$ cat src/rtl/seven_seg_scan.sv
// seven_seg_scan: multiplexes four BCD digit fields onto a 4-digit active-low
// common-anode seven-segment display. The digits are snapshotted once per
// scan frame so that one frame never mixes old and new values. The digit pair
// that is being adjusted blinks, and the decimal point acts as the colon.
module seven_seg_scan #(
    parameter int REFRESH_DIV = 100000,
    parameter int BLINK_DIV   = 25000000
) (
    input  logic       clk,
    input  logic       rst_n,
    input  logic [2:0] counter3,
    input  logic [3:0] counter2,
    input  logic [2:0] counter1,
    input  logic [3:0] counter0,
    input  logic       isAdj,
    input  logic [1:0] select,
    output logic [6:0] seg,
    output logic [3:0] an,
    output logic       dp
);

    localparam int RW = $clog2(REFRESH_DIV);
    localparam int BW = $clog2(BLINK_DIV);
    localparam logic [RW-1:0] RMAX = RW'(REFRESH_DIV - 1);
    localparam logic [BW-1:0] BMAX = BW'(BLINK_DIV - 1);

    localparam logic [6:0] SEG_OFF = 7'h7F;
    localparam logic [3:0] AN_OFF  = 4'hF;

    // Segment pattern for one digit, active-low g..a; codes above 9 are blank.
    function automatic logic [6:0] decode(input logic [3:0] d);
        logic [6:0] s;
        case (d)
            4'd0:    s = 7'b1000000;
            4'd1:    s = 7'b1111001;
            4'd2:    s = 7'b0100100;
            4'd3:    s = 7'b0110000;
            4'd4:    s = 7'b0011001;
            4'd5:    s = 7'b0010010;
            4'd6:    s = 7'b0000010;
            4'd7:    s = 7'b1111000;
            4'd8:    s = 7'b0000000;
            4'd9:    s = 7'b0010000;
            default: s = SEG_OFF;
        endcase
        return s;
    endfunction

    logic [RW-1:0] rcnt;
    logic [BW-1:0] bcnt;
    logic [1:0]    idx;
    logic          phase;
    logic          active;
    logic [2:0]    s3;
    logic [3:0]    s2;
    logic [2:0]    s1;
    logic [3:0]    s0;

    logic          tick;
    logic          bwrap;
    logic          frame_start;
    logic [1:0]    idx_n;
    logic          phase_n;
    logic          active_n;
    logic [2:0]    s3_n;
    logic [3:0]    s2_n;
    logic [2:0]    s1_n;
    logic [3:0]    s0_n;
    logic [3:0]    digit;
    logic          blank;

    assign tick        = (rcnt == RMAX);
    assign bwrap       = (bcnt == BMAX);
    assign frame_start = tick && (idx == 2'd3);

    // Slot refresh counter: one tick per digit slot.
    always_ff @(posedge clk or negedge rst_n) begin
        if (!rst_n) rcnt <= '0;
        else        rcnt <= tick ? '0 : rcnt + 1'b1;
    end

    // Blink counter and phase free-run independently of adjust mode.
    always_ff @(posedge clk or negedge rst_n) begin
        if (!rst_n) begin
            bcnt  <= '0;
            phase <= 1'b0;
        end else begin
            bcnt  <= bwrap ? '0 : bcnt + 1'b1;
            phase <= phase_n;
        end
    end

    // Next-cycle view of scan state; outputs are computed from these so the
    // registered outputs line up with the edge where idx/snapshot/phase move.
    always_comb begin
        idx_n    = tick ? idx + 2'd1 : idx;
        phase_n  = phase ^ bwrap;
        active_n = active | tick;
        s3_n     = frame_start ? counter3 : s3;
        s2_n     = frame_start ? counter2 : s2;
        s1_n     = frame_start ? counter1 : s1;
        s0_n     = frame_start ? counter0 : s0;
    end

    // Scan index, first-tick flag and frame snapshot.
    always_ff @(posedge clk or negedge rst_n) begin
        if (!rst_n) begin
            idx    <= 2'd3;
            active <= 1'b0;
            s3     <= '0;
            s2     <= '0;
            s1     <= '0;
            s0     <= '0;
        end else begin
            idx    <= idx_n;
            active <= active_n;
            s3     <= s3_n;
            s2     <= s2_n;
            s1     <= s1_n;
            s0     <= s0_n;
        end
    end

    // Digit for the upcoming slot and whether adjust blinking hides it.
    always_comb begin
        digit = 4'd0;
        case (idx_n)
            2'd0: digit = s0_n;
            2'd1: digit = {1'b0, s1_n};
            2'd2: digit = s2_n;
            2'd3: digit = {1'b0, s3_n};
            default: digit = 4'd0;
        endcase
        blank = isAdj && phase_n &&
                (((select == 2'b01) && (idx_n >= 2'd2)) ||
                 ((select == 2'b10) && (idx_n <= 2'd1)));
    end

    // Registered display outputs; dark until the first slot tick after reset.
    always_ff @(posedge clk or negedge rst_n) begin
        if (!rst_n) begin
            an  <= AN_OFF;
            seg <= SEG_OFF;
            dp  <= 1'b1;
        end else if (!active_n) begin
            an  <= AN_OFF;
            seg <= SEG_OFF;
            dp  <= 1'b1;
        end else begin
            an  <= blank ? AN_OFF : ~(4'b0001 << idx_n);
            seg <= blank ? SEG_OFF : decode(digit);
            dp  <= (idx_n != 2'd2);
        end
    end

endmodule

$ cat config.mk
export PLATFORM = sky130hd
export DESIGN_NAME = seven_seg_scan
export DESIGN_NICKNAME = d
export VERILOG_FILES = /design/src/rtl/seven_seg_scan.sv
export SDC_FILE = /design/constraint.sdc
export NUM_CORES = 1
export LEC_CHECK = 0
export ABC_AREA = 1
export BUFFER_PORTS_ARGS = -buffer_cell sky130_fd_sc_hd__buf_2
export CORE_ASPECT_RATIO = 1.4
export CORE_MARGIN = 2
export CORE_UTILIZATION = 35
export CTS_CLUSTER_DIAMETER = 30
export DETAILED_ROUTE_END_ITERATION = 10
export PLACE_DENSITY = 0.54
export SLEW_MARGIN = 0
export SYNTH_ARGS = -nofsm -noshare
export SYNTH_HDL_FRONTEND = slang
export SYNTH_SLANG_ARGS = --single-unit
$ cat constraint.sdc
create_clock -name clk -period 3.2 [get_ports clk]
set_input_delay 0.64 -clock clk [delete_from_list [all_inputs] [get_ports clk]]
set_output_delay 0.64 -clock clk [all_outputs]
set_load 0.02 [all_outputs]
==> results.yml <==
floorplan:
  die_w_um: 91.9
  core_region_area_mm2: 0.0105
  start_util_pct: 36.2
  row_count: 44
  die_y_um: 127
  ios: 31
  die_area_mm2: 0.0117
timing:
  fmax_ghz: 0.377
  clock_skew_ns: 0.00636
  drv_slew: 0
  tns_ns: 0
  rsz0062_at_grt: "no"
  setup_slack_ns: 0.545
  setup_viol: 0
  period_needed_ns: 2.65
  fin_crit_sh_pct: 83.0
  relSlewSlack_pct: 39.5
  report.final.hold_viol_count: 0
  holdWs_ns: 0.437
  worst_pin_slew_ns: 0.908
global_route:
  grt_first_pass_wirelength_um: 14500
  grt_pass1_vias: 3202
  grt-ovfl-total: 0
  grt_antenna_before_repair: 0
  grt_max_degree: 73
  grt_usage_pct: 15.5
drt:
  wire_per_inst_um: 12.5
  firstDrtPassIters: 4
  drtIter0Drc: 120
  vias_per_cell: 4.74
  drc_errors: 0
  ant_nets: 0
  drt_wl_total_um: 8260
  dr_total_vias: 3118
synthesis:
  synth.distinct_cells: 36
  syn_nets: 501
  synthCells: 474
  avgSynthCellArea_um2: 7.99
  synth_warnings: 0
  syn-cell-area_mm2: 0.00379
  yosysSeqAreaShare_pct: 48.0
  synth_seq_cells: 72
cells_and_area:
  num-fill-cells: 1070
  utilization_pct: 42.6
  drive_above_1_share_pct: 17.9
  multi_input_area_mm2: 0.00166
  seqCellArea_mm2: 0.00182
  areaGrowthSynthToFinish_pct: 17.7
  fin_cells: 658
  fin_area_mm2: 0.00446
  n_antenna_cell: 0
  layout_commonest_cell: "nand2_1"
  layout.cells.most_common_list: "nand2_1, inv_1, dfrtp_1"
  layout.nets: 542
clock_network:
  clk_latency_ns: 0.34
  ctsResizeCount: 0
  cts_sinks: 72
  cts_made_buffers: 9
  cts_tree: "built"
  h-tree-depth: 3
  clkTransAtPathRegs_ns: 0.06
  ctsHoldBuffers: 0
  cts_buffer_depth: 2
  cts_setup_buffers: 0
  cts_root_buffer: "clkbuf_16"
critical_path:
  timing_worst_setup_path_type: "reg2reg"
  arrival_ns: 2.91
  cp_max_fo: 5
  required_ns: 3.46
  critPathCaptureType: "flip-flop"
  worstSetupStartpointType: "flip-flop"
  reg2regPathDepth: 17
power:
  ir_worst_vdd_uv: 300
  power_mw: 2.10
  leakage_nw: 2.14
  powerDensity_mw_per_mm2: 471
hold_path:
  hp-class: "in2async"
place:
  dp_hpwl_um: 6120
  pre_cts_ws_ns: 0.568
  place_congestion: 0.842
  place_area_mm2: 0.00412
  io_buffers: 30
  placed_cells: 642
job:
  drv_cap: 0
outcome:
  outcome: "finished, final reports clean"
[registers in the layout, summed over array words and instances (netlist names)]
name	flops
an	4
dp	1
phase	1
rcnt	17
idx	2
s1	3
s2	4
seg	7
active	1
s3	3
s0	4
bcnt	25
[layout make-up]
type,count,area share (%)
clock buffers,9,5.05
clock inverters,7,2.66
inverters,80,6.73
multi-input cells,321,37.3
flip-flops and latches,72,40.8
well taps,138,3.87
repair buffers,31,3.59
[report_power, final]
part	internal [mW]	leakage, nW	total, mW	switching, mW
Combinational	0.00874	1.11	0.0308	0.0221
Clock	0.762	0.162	1.16	0.398
Sequential	0.912	0.871	0.912	0
[kinds of logic after synthesis]
kind of cell	synth area share (%)
buffers and inverters	8.06
flip-flops	48.0
XOR/XNOR	2.54
adder cells (fa/ha/maj)	2.64
AND/OR/NAND/NOR	33.2
AO/OA/AOI/OAI	5.55
[Yosys cell counts (all sizes together)]
master	n	share of area [%]
nand4	12	2.0
buf	1	0.13
xor2	9	2.1
o211ai	1	0.20
nor3b	1	0.20
or2	2	0.33
a211oi	1	0.20
nand3	44	6.4
and3	1	0.17
inv	80	7.9
nand3b	2	0.40
nand2	122	13
o21ba	1	0.26
nor3	17	2.8
a21oi	14	1.8
a22oi	2	0.53
dfstp	14	9.7
xnor2	2	0.46
nor2	62	7.1
o21a	3	0.59
dfrtp	58	38
nor4	3	0.50
o21ai	12	1.6
ha	8	2.6
a31oi	2	0.33
[layer usage]
| metal | GRT usage (%) | vias up | share of wire [%] |
|---|---|---|---|
| met5 | 0 | - | 0 |
| met4 | 8.34 | 0 | 3.4 |
| met3 | 3.18 | 23 | 2.8 |
| met2 | 26.7 | 54 | 50 |
| met1 | 18.0 | 1460 | 43 |
| li1 | - | 1581 | - |
[path summary, 6_finish.rpt]
kind,startpoint,end,slack [ns]
min in group clk,rcnt[0],rcnt[0],0.46
setup / recovery,rcnt[0],seg[5],0.55
setup reg to reg,rcnt[0],seg[5],0.55
hold / removal,rst_n,rcnt[8],0.44
hold reg to reg,rcnt[0],rcnt[0],0.46
max in group asynchronous,rst_n,bcnt[17],2.17
[critical path, stage by stage, from the launching register on]
cell and delay [ns]:
dfrtp_1 0.36, ha_1 0.21, nand2_1 0.07, nor2_1 0.27
nand3_1 0.11, nor2_1 0.15, nand3_1 0.10, nand2_1 0.17
nor2_1 0.10, nand2_1 0.07, nand3_1 0.07, nor2_1 0.28
inv_1 0.13, ha_1 0.19, inv_1 0.05, nand3_1 0.09
nand3_1 0.09, nand3_1 0.07
No activity file was read; power rests on OpenSTA's default activity.
